==> config.mk <==
export PLATFORM = sky130hd
export DESIGN_NAME = dmem_arbiter
export DESIGN_NICKNAME = d
export VERILOG_FILES = /design/src/rtl/dmem_pkg.sv /design/src/rtl/dmem_access_check.sv /design/src/rtl/dmem_arbiter.sv
export SDC_FILE = /design/constraint.sdc
export NUM_CORES = 1
export LEC_CHECK = 0
export CAP_MARGIN = 20
export CELL_PAD_IN_SITES_DETAIL_PLACEMENT = 0
export CELL_PAD_IN_SITES_GLOBAL_PLACEMENT = 1
export CORE_MARGIN = 2
export CORE_UTILIZATION = 31
export CTS_CLUSTER_DIAMETER = 30
export CTS_CLUSTER_SIZE = 10
export DETAILED_ROUTE_END_ITERATION = 16
export PLACE_DENSITY = 0.95
export SLEW_MARGIN = 0
export SYNTH_ARGS = -nofsm -noshare
export SYNTH_HDL_FRONTEND = slang
export SYNTH_SLANG_ARGS = --single-unit
==> constraint.sdc <==
create_clock -name clk -period 12.75 [get_ports clk]
set_input_delay 1.9125 -clock clk [delete_from_list [all_inputs] [get_ports clk]]
set_output_delay 1.9125 -clock clk [all_outputs]
set_load 0.05 [all_outputs]
==> src/rtl/dmem_pkg.sv <==
// ============================================================================
// Package  : dmem_pkg
// Brief    : Shared funct3 codes, FSM encoding and size helper for dmem_arbiter.
// Revision : 1.0 - initial release
// ============================================================================
`default_nettype none

package dmem_pkg;

    localparam logic [2:0] F3_B  = 3'b000;
    localparam logic [2:0] F3_H  = 3'b001;
    localparam logic [2:0] F3_W  = 3'b010;
    localparam logic [2:0] F3_BU = 3'b100;
    localparam logic [2:0] F3_HU = 3'b101;

    localparam logic [1:0] IDLE   = 2'd0;
    localparam logic [1:0] ACCESS = 2'd1;
    localparam logic [1:0] RESP   = 2'd2;

    // Number of bytes touched by an access; the low funct3 bits encode the size.
    function automatic logic [2:0] access_bytes(input logic [2:0] funct3);
        case (funct3[1:0])
            2'b00:   access_bytes = 3'd1;
            2'b01:   access_bytes = 3'd2;
            default: access_bytes = 3'd4;
        endcase
    endfunction

endpackage

`default_nettype wire

==> src/rtl/dmem_access_check.sv <==
// ============================================================================
// Module   : dmem_access_check
// Brief    : Combinational legality check of a load/store (funct3, alignment, range).
// Revision : 1.0 - initial release
// ============================================================================
`default_nettype none

module dmem_access_check #(
    parameter int ADDR_W    = 32,
    parameter int MEM_BYTES = 1024
) (
    input  logic              we,
    input  logic [ADDR_W-1:0] addr,
    input  logic [2:0]        funct3,
    output logic              illegal
);
    import dmem_pkg::*;

    localparam logic [ADDR_W:0] LIMIT = (ADDR_W+1)'(MEM_BYTES);

    logic            funct3_bad;
    logic            misaligned;
    logic            out_of_range;
    logic [ADDR_W:0] end_addr;

    always_comb begin
        case (funct3)
            F3_B, F3_H, F3_W: funct3_bad = 1'b0;
            F3_BU, F3_HU:     funct3_bad = we;
            default:          funct3_bad = 1'b1;
        endcase

        case (funct3[1:0])
            2'b01:   misaligned = addr[0];
            2'b10:   misaligned = |addr[1:0];
            default: misaligned = 1'b0;
        endcase

        // One extra bit keeps addresses near the top of the space from wrapping past the limit.
        end_addr     = {1'b0, addr} + (ADDR_W+1)'(access_bytes(funct3));
        out_of_range = end_addr > LIMIT;

        illegal = funct3_bad | misaligned | out_of_range;
    end

endmodule

`default_nettype wire

==> src/rtl/dmem_arbiter.sv <==
// ============================================================================
// Module   : dmem_arbiter
// Brief    : Two-port arbiter in front of single-port data_memory, IDLE/ACCESS/RESP FSM.
//            DMEM_ARB_FIXED_PRIO_EN: port 0 always wins a tie (default: round-robin).
// Revision : 1.0 - initial release
// ============================================================================
`default_nettype none

module dmem_arbiter #(
    parameter int ADDR_W    = 32,
    parameter int MEM_BYTES = 1024
) (
    input  logic              clk,
    input  logic              rst,

    input  logic              r0_req_valid,
    output logic              r0_req_ready,
    input  logic              r0_we,
    input  logic [ADDR_W-1:0] r0_addr,
    input  logic [31:0]       r0_wdata,
    input  logic [2:0]        r0_funct3,
    output logic              r0_rsp_valid,
    output logic [31:0]       r0_rsp_rdata,
    output logic              r0_rsp_err,

    input  logic              r1_req_valid,
    output logic              r1_req_ready,
    input  logic              r1_we,
    input  logic [ADDR_W-1:0] r1_addr,
    input  logic [31:0]       r1_wdata,
    input  logic [2:0]        r1_funct3,
    output logic              r1_rsp_valid,
    output logic [31:0]       r1_rsp_rdata,
    output logic              r1_rsp_err,

    output logic              mem_read,
    output logic              mem_write,
    output logic [ADDR_W-1:0] mem_addr,
    output logic [31:0]       mem_wdata,
    output logic [2:0]        mem_funct3,
    input  logic [31:0]       mem_rdata
);
    import dmem_pkg::*;

    logic [1:0]        state;
    logic [1:0]        next_state;
    logic              rr_last;

    logic              lat_we;
    logic [ADDR_W-1:0] lat_addr;
    logic [31:0]       lat_wdata;
    logic [2:0]        lat_funct3;
    logic              lat_port;
    logic [31:0]       rsp_rdata_q;
    logic              rsp_err_q;

    logic              any_valid;
    logic              tie_pick;
    logic              win_port;
    logic              win_we;
    logic [ADDR_W-1:0] win_addr;
    logic [31:0]       win_wdata;
    logic [2:0]        win_funct3;
    logic              win_illegal;
    logic              accept;

    assign any_valid = r0_req_valid | r1_req_valid;

`ifdef DMEM_ARB_FIXED_PRIO_EN
    // rr_last keeps updating but has no say in the tie.
    assign tie_pick = 1'b0 & rr_last;
`else
    assign tie_pick = ~rr_last;
`endif

    assign win_port   = (r0_req_valid & r1_req_valid) ? tie_pick : r1_req_valid;
    assign win_we     = win_port ? r1_we     : r0_we;
    assign win_addr   = win_port ? r1_addr   : r0_addr;
    assign win_wdata  = win_port ? r1_wdata  : r0_wdata;
    assign win_funct3 = win_port ? r1_funct3 : r0_funct3;
    assign accept     = (state == IDLE) & any_valid;

    dmem_access_check #(
        .ADDR_W    (ADDR_W),
        .MEM_BYTES (MEM_BYTES)
    ) u_check (
        .we      (win_we),
        .addr    (win_addr),
        .funct3  (win_funct3),
        .illegal (win_illegal)
    );

    always_ff @(posedge clk) begin
        if (rst) begin
            state <= IDLE;
        end else begin
            state <= next_state;
        end
    end

    always_comb begin
        next_state = state;
        case (state)
            IDLE: begin
                if (any_valid) begin
                    next_state = win_illegal ? RESP : ACCESS;
                end
            end
            ACCESS:  next_state = RESP;
            RESP:    next_state = IDLE;
            default: next_state = IDLE;
        endcase
    end

    // Reset masks every output so an in-flight store never reaches memory.
    always_comb begin
        r0_req_ready = 1'b0;
        r1_req_ready = 1'b0;
        r0_rsp_valid = 1'b0;
        r0_rsp_rdata = 32'd0;
        r0_rsp_err   = 1'b0;
        r1_rsp_valid = 1'b0;
        r1_rsp_rdata = 32'd0;
        r1_rsp_err   = 1'b0;
        mem_read     = 1'b0;
        mem_write    = 1'b0;
        mem_addr     = '0;
        mem_wdata    = 32'd0;
        mem_funct3   = 3'd0;
        if (!rst) begin
            case (state)
                IDLE: begin
                    if (any_valid) begin
                        r0_req_ready = ~win_port;
                        r1_req_ready = win_port;
                    end
                end
                ACCESS: begin
                    mem_read   = ~lat_we;
                    mem_write  = lat_we;
                    mem_addr   = lat_addr;
                    mem_wdata  = lat_wdata;
                    mem_funct3 = lat_funct3;
                end
                RESP: begin
                    if (lat_port) begin
                        r1_rsp_valid = 1'b1;
                        r1_rsp_rdata = rsp_rdata_q;
                        r1_rsp_err   = rsp_err_q;
                    end else begin
                        r0_rsp_valid = 1'b1;
                        r0_rsp_rdata = rsp_rdata_q;
                        r0_rsp_err   = rsp_err_q;
                    end
                end
                default: ;
            endcase
        end
    end

    always_ff @(posedge clk) begin
        if (rst) begin
            rr_last     <= 1'b1;
            lat_we      <= 1'b0;
            lat_addr    <= '0;
            lat_wdata   <= 32'd0;
            lat_funct3  <= 3'd0;
            lat_port    <= 1'b0;
            rsp_rdata_q <= 32'd0;
            rsp_err_q   <= 1'b0;
        end else if (accept) begin
            rr_last     <= win_port;
            lat_we      <= win_we;
            lat_addr    <= win_addr;
            lat_wdata   <= win_wdata;
            lat_funct3  <= win_funct3;
            lat_port    <= win_port;
            rsp_rdata_q <= 32'd0;
            rsp_err_q   <= win_illegal;
        end else if ((state == ACCESS) && !lat_we) begin
            rsp_rdata_q <= mem_rdata;
        end
    end

endmodule

`default_nettype wire

---- Word level (Yosys, flattened, before mapping) ----
Cells that the tools add are included.
operators by class
  add/subtract/negate cells ............... 1
  order comparisons ....................... 1
  equal/unequal tests ..................... 9
  mux-type cells .......................... 45
  bitwise logic cells ..................... 8
  reductions and logical operators ........ 9
operator list
  cell                  number
  $mux 32               12
  $add 32x3->33         1
  $gt 33x11->1 const B  1
  $mux 1                24
  $mux 3                3
  $eq 3x3->1 const B    2
  $pmux 3 s2            1
  $reduce_or 2->1       3
  $eq 2x1->1 const B    2
  $eq 2x2->1 const B    2
  $logic_not 2->1       2
  $mux 2                2
  $pmux 1 s2            2
  $pmux 2 s2            1
  $eq 3x1->1 const B    1
  $eq 3x2->1 const B    1
  $logic_not 3->1       1
  $not 1->1             3
  $or 1x1->1            3
  $reduce_or 3->1       1
  $and 1x1->1           2
  $ne 2x2->1 const B    1
  $logic_and 1x1->1     1
  $logic_not 1->1       1
storage, ports and cells
  bits in registers ....................... 105
  output and inout port bits .............. 139

---- Depth between registers and ports, before layout ----
  depth after elaboration ................. 11
  mapped depth ............................ 17

---- Hierarchy ----
A second synthesis with hierarchy kept.
unflattened totals
  cell total of the unflattened synthesis .. 649
  area total of the unflattened synthesis .. 6062.1 um^2
modules (own cells, without submodules)
  module             times used  cells an instance  area an instance (um^2)
  dmem_arbiter       1           518                5180.0
  dmem_access_check  1           131                882.1

---- Worst setup path before layout ----
Ideal clock, no wire load.
  kind .................................... input -> output
  start point ............................. in r1_req_valid
  end point ............................... out r0_req_ready
  arrival time ............................ 3.973 ns
  slack ................................... 6.864 ns
  cell stages on the path ................. 7
  buffers on the path ..................... 5
  path through ............................ a21boi_1 -> buf_4 -> buf_2 -> buf_2 -> buf_2 -> nor3_1 -> clkbuf_1
between the ends
  longest elaborated chain between the ends .. 6
  elaborated cells on any way between the ends .. 7
  classes of those cells .................. mux: 4; bitwise: 3
ends and longest elaborated chain
  what             line                 text
  start, declared  dmem_arbiter.sv:26   input logic r1_req_valid,
  $and 1x1->1      dmem_arbiter.sv:76   assign win_port = (r0_req_valid & r1_req_valid) ? tie_pick : r1_req_valid;
  $mux 1           dmem_arbiter.sv:76
  $not 1->1        dmem_arbiter.sv:134  r0_req_ready = ~win_port;
  $mux 1 (*)       dmem_arbiter.sv:133  if (any_valid) begin
  $mux 1 (*)       dmem_arbiter.sv:131  case (state)
  $mux 1 (*)       dmem_arbiter.sv:130  if (!rst) begin
  end, declared    dmem_arbiter.sv:17   output logic r0_req_ready,
Mark *: on every way between the ends. The rest lies on a longest branch, timed or not.

---- Worst setup path in the final report ----
Same ends and word-level chain as after synthesis.

==> results.txt <==
- Summing all placed instances gives a cell area of 9890 um^2.
- For this run, the total global-route usage over all layers was measured as 0.208.
* Number of nets at the end of the flow: 1,329
- Unrepaired setup endpoints after global routing: no
- DR WL/cell: 16.6 um
* Average footprint of a synthesized cell: 7.46 um^2
* Total half-perimeter wirelength after legalization and detailed placement: 18,000 um
* Setup Skew: 0.00994 ns
- Most common cell after layout, fill and taps aside: sky130_fd_sc_hd__clkdlybuf4s50_1
* Seq cells post-synth: 105
- The worst hold path passes through 2 cells.
* Commonest cells after routing, fill and taps aside: 309 x sky130_fd_sc_hd__clkdlybuf4s50_1, 171 x sky130_fd_sc_hd__nand2_1, 134 x sky130_fd_sc_hd__and2_1
- Leakage: 3.70 nW
- Area of the multi-input gates: 4210 um^2
- Based on the critical path, the design can be clocked at up to 154 MHz.
- Period utilization: 0.510
* Iteration count of the initial detailed-routing pass: 5
- Headroom to the max-slew limit came out at 0.438.
- For this configuration, the core starts out at a cell density of 0.313.
* Master of the slowest instance on the critical path: sky130_fd_sc_hd__clkdlybuf4s50_1
* Initial drt markers: 391
- In the final layout, the share of cells above drive strength 1 is 0.0485.
- STA puts the critical path data arrival time at 4.59 ns.
- IO Pins: 311
- Number of failing setup endpoints in the final timing report: 0
* Element type at the critical path end: output pin
* Outcome: completed
- Post-Layout Inst Area: 10,200 um^2
* Residual antenna-violating net count after detailed routing: 0
- The critical path crosses 6 cells after its start point.
- Worst vdd ir: 62.4 uV
- The count of final max-slew check failures was 0.
- In the synthesized netlist the async set-or-reset flop fraction comes to 0.
- Fin Setup TNS: 0 ns
* Sequence of cells on the critical path: clkdlybuf4s50_1 > a21boi_4 > buf_4 > nor3_2 > buf_4 > clkdlybuf4s50_1
* Initial antenna violation count: 0
* Category of the worst setup path launch point: input pin
- Power spread over the standard cell area amounts to 81.2 nW/um^2.
- Number of H-tree branching levels: 3
- Post-synth top area cell: sky130_fd_sc_hd__dfxtp_1
- Overall routed net length: 23,700 um
* Core Region: 20,800 um^2
- After clock tree synthesis, the clock-pin slew on the worst setup and hold paths is 0.07 ns.
- Cell types occupying the most area after synthesis: sky130_fd_sc_hd__dfxtp_1 32%, sky130_fd_sc_hd__and2_1 13%, sky130_fd_sc_hd__nand2_1 9.8%
- Post-cts resize count: 0
- Yosys mapped the design onto 61 distinct sky130hd cell types.
- The number of global-route vias before repair came to 6,779.
* Worst path buffer plus inverter count: 4
- Synth-to-layout area growth: 56.3%
- The most used flip-flop cell after synthesis is sky130_fd_sc_hd__dfxtp_1.
- Die Span X: 149 um
- Via-to-Cell Ratio: 5.08
* Yosys top cell area share: 0.322
* Maximum number of pins on one net before global-route repair: 87
* Final Hold Violating Endpoints: 0
- Maximum capacitance violations: 0
- For this block, the via count after detailed routing is 7,253.
- Slew at the pin with the worst max-slew slack: 0.844 ns
- Register Area: 2100 um^2
- During synthesis, Yosys emitted a total of 0 warnings.
* DRC violations left: 0
- The path class of the tightest hold or removal check is reg -> reg.
* Ant diodes: 0
- Std cell rows: 53
* Wire length of the first global-routing pass: 36,700 um
* Root Buffer: sky130_fd_sc_hd__clkbuf_16
- In the synthesized netlist, the number of instances is 874.
- The total overflow left after global routing is 0.
* Clk sink count: 105
* Area of the mapped netlist: 6520 um^2
* Slowest stage delay, CP: 0.72 ns
- Max FO, Critical Path: 52
* TritonCTS clock tree: done
- Area enclosed by the die boundary: 22,200 um^2
- Path type of the worst setup path: in -> out
- The floorplan step set the die height to 149 um.
- Fill cells in the final layout number 2,088.
* Reg2reg path depth: 13
- Sequential element share of the synthesized area: 0.322
* Routability congestion estimate: 0.895
- When the netlist entered floorplanning its net count stood at 1,054.
* Clock buffers created by TritonCTS: 9
- Number of enable flip-flop cells after synthesis: 0
* Final period demand of the worst path: 6.50 ns
* Number of buffers inserted by post-CTS setup repair: 0
- Broken down by cell family, the worst path's largest delay share belongs to buffers and inverters.
- Number of buffers added on ports: 310
- STA puts the critical path data required time at 10.84 ns.
* Maximum clock path buffer count: 2
- Later-pin clock latency in the skew report: 0.36 ns
* Hold-fix buffer count after cts: 0
==> synth_stat cells (11+ instances only) <==
master and n:
sky130_fd_sc_hd__a22oi_1 28, sky130_fd_sc_hd__nor3_1 25, sky130_fd_sc_hd__a21oi_1 53, sky130_fd_sc_hd__buf_1 11, sky130_fd_sc_hd__nor2_1 70, sky130_fd_sc_hd__or3_1 12, sky130_fd_sc_hd__nand4_1 20, sky130_fd_sc_hd__dfxtp_1 105
sky130_fd_sc_hd__nand2_1 171, sky130_fd_sc_hd__a211oi_1 23, sky130_fd_sc_hd__mux2i_1 24, sky130_fd_sc_hd__nand3_1 22, sky130_fd_sc_hd__and2_1 134, sky130_fd_sc_hd__a311oi_1 22, sky130_fd_sc_hd__clkbuf_1 42
==> registers in the layout (all words and copies together), names as in the netlist <==
signal,cells
rsp_err_q,1
lat_port,1
lat_wdata,32
rr_last,1
lat_we,1
rsp_rdata_q,32
state,2
lat_funct3,3
lat_addr,32
==> worst paths after layout <==
| check | start | end | slack (ns) |
|---|---|---|---|
| min | lat_wdata[17] | lat_wdata[17] | 0.43 |
| max | r1_req_valid | r0_req_ready | 6.25 |
| min reg2reg | lat_wdata[17] | lat_wdata[17] | 0.43 |
| max reg2reg | rr_last | rsp_err_q | 8.16 |
==> worst min-delay path: stages (launching register included) <==
cell,delay (ns)
sky130_fd_sc_hd__dfxtp_1,0.31
sky130_fd_sc_hd__nand2_1,0.05
sky130_fd_sc_hd__nand2_1,0.04
==> routing by layer <==
metal,part of all wire,track usage,vias up
li1,-,-,3632
met1,0.45,0.276,3328
met2,0.48,0.350,264
met3,0.056,0.0294,29
met4,0.017,0.0624,0
met5,0,0,-
==> report_power, final <==
part	internal (mW)	switching [mW]	leakage, nW
logic	0.0901	0.0956	2.70
registers	0.350	0.0120	0.864
clock network	0.137	0.143	0.141
==> cell type report <==
cell class | instances | share of cell area
Inverter | 6 | 0.00221
Clock inverter | 7 | 0.00614
Clock buffer | 9 | 0.0221
Sequential cell | 105 | 0.206
Timing Repair Buffer | 324 | 0.316
Tap cell | 275 | 0.0338
Multi-Input combinational cell | 703 | 0.413
==> cells by family after synthesis <==
logic type                 count (synthesis)  share of synthesized area
and+or+nand+nor                          476                      0.362
adders and majority gates                  8                     0.0165
AOI/OAI and AO/OA                        172                      0.186
muxes                                     35                     0.0562
DFF                                      105                      0.322
xor gates and xnor gates                  12                     0.0161
buffers and inverters                     66                     0.0407
==> stage by stage <==
step	utilization	total power, mW	hold WS [ns]	setup WS [ns]	std cells
floorplan	-	0.460	0.407	6.86	874
global placement	0.474	0.553	0.415	6.28	1410
detailed placement	0.475	0.555	0.421	6.02	1412
global route	0.489	0.868	0.450	6.05	1429
CTS	0.489	0.836	0.436	6.23	1428
finish	0.489	0.827	0.433	6.25	1429
(Power assumes the default switching activity.)
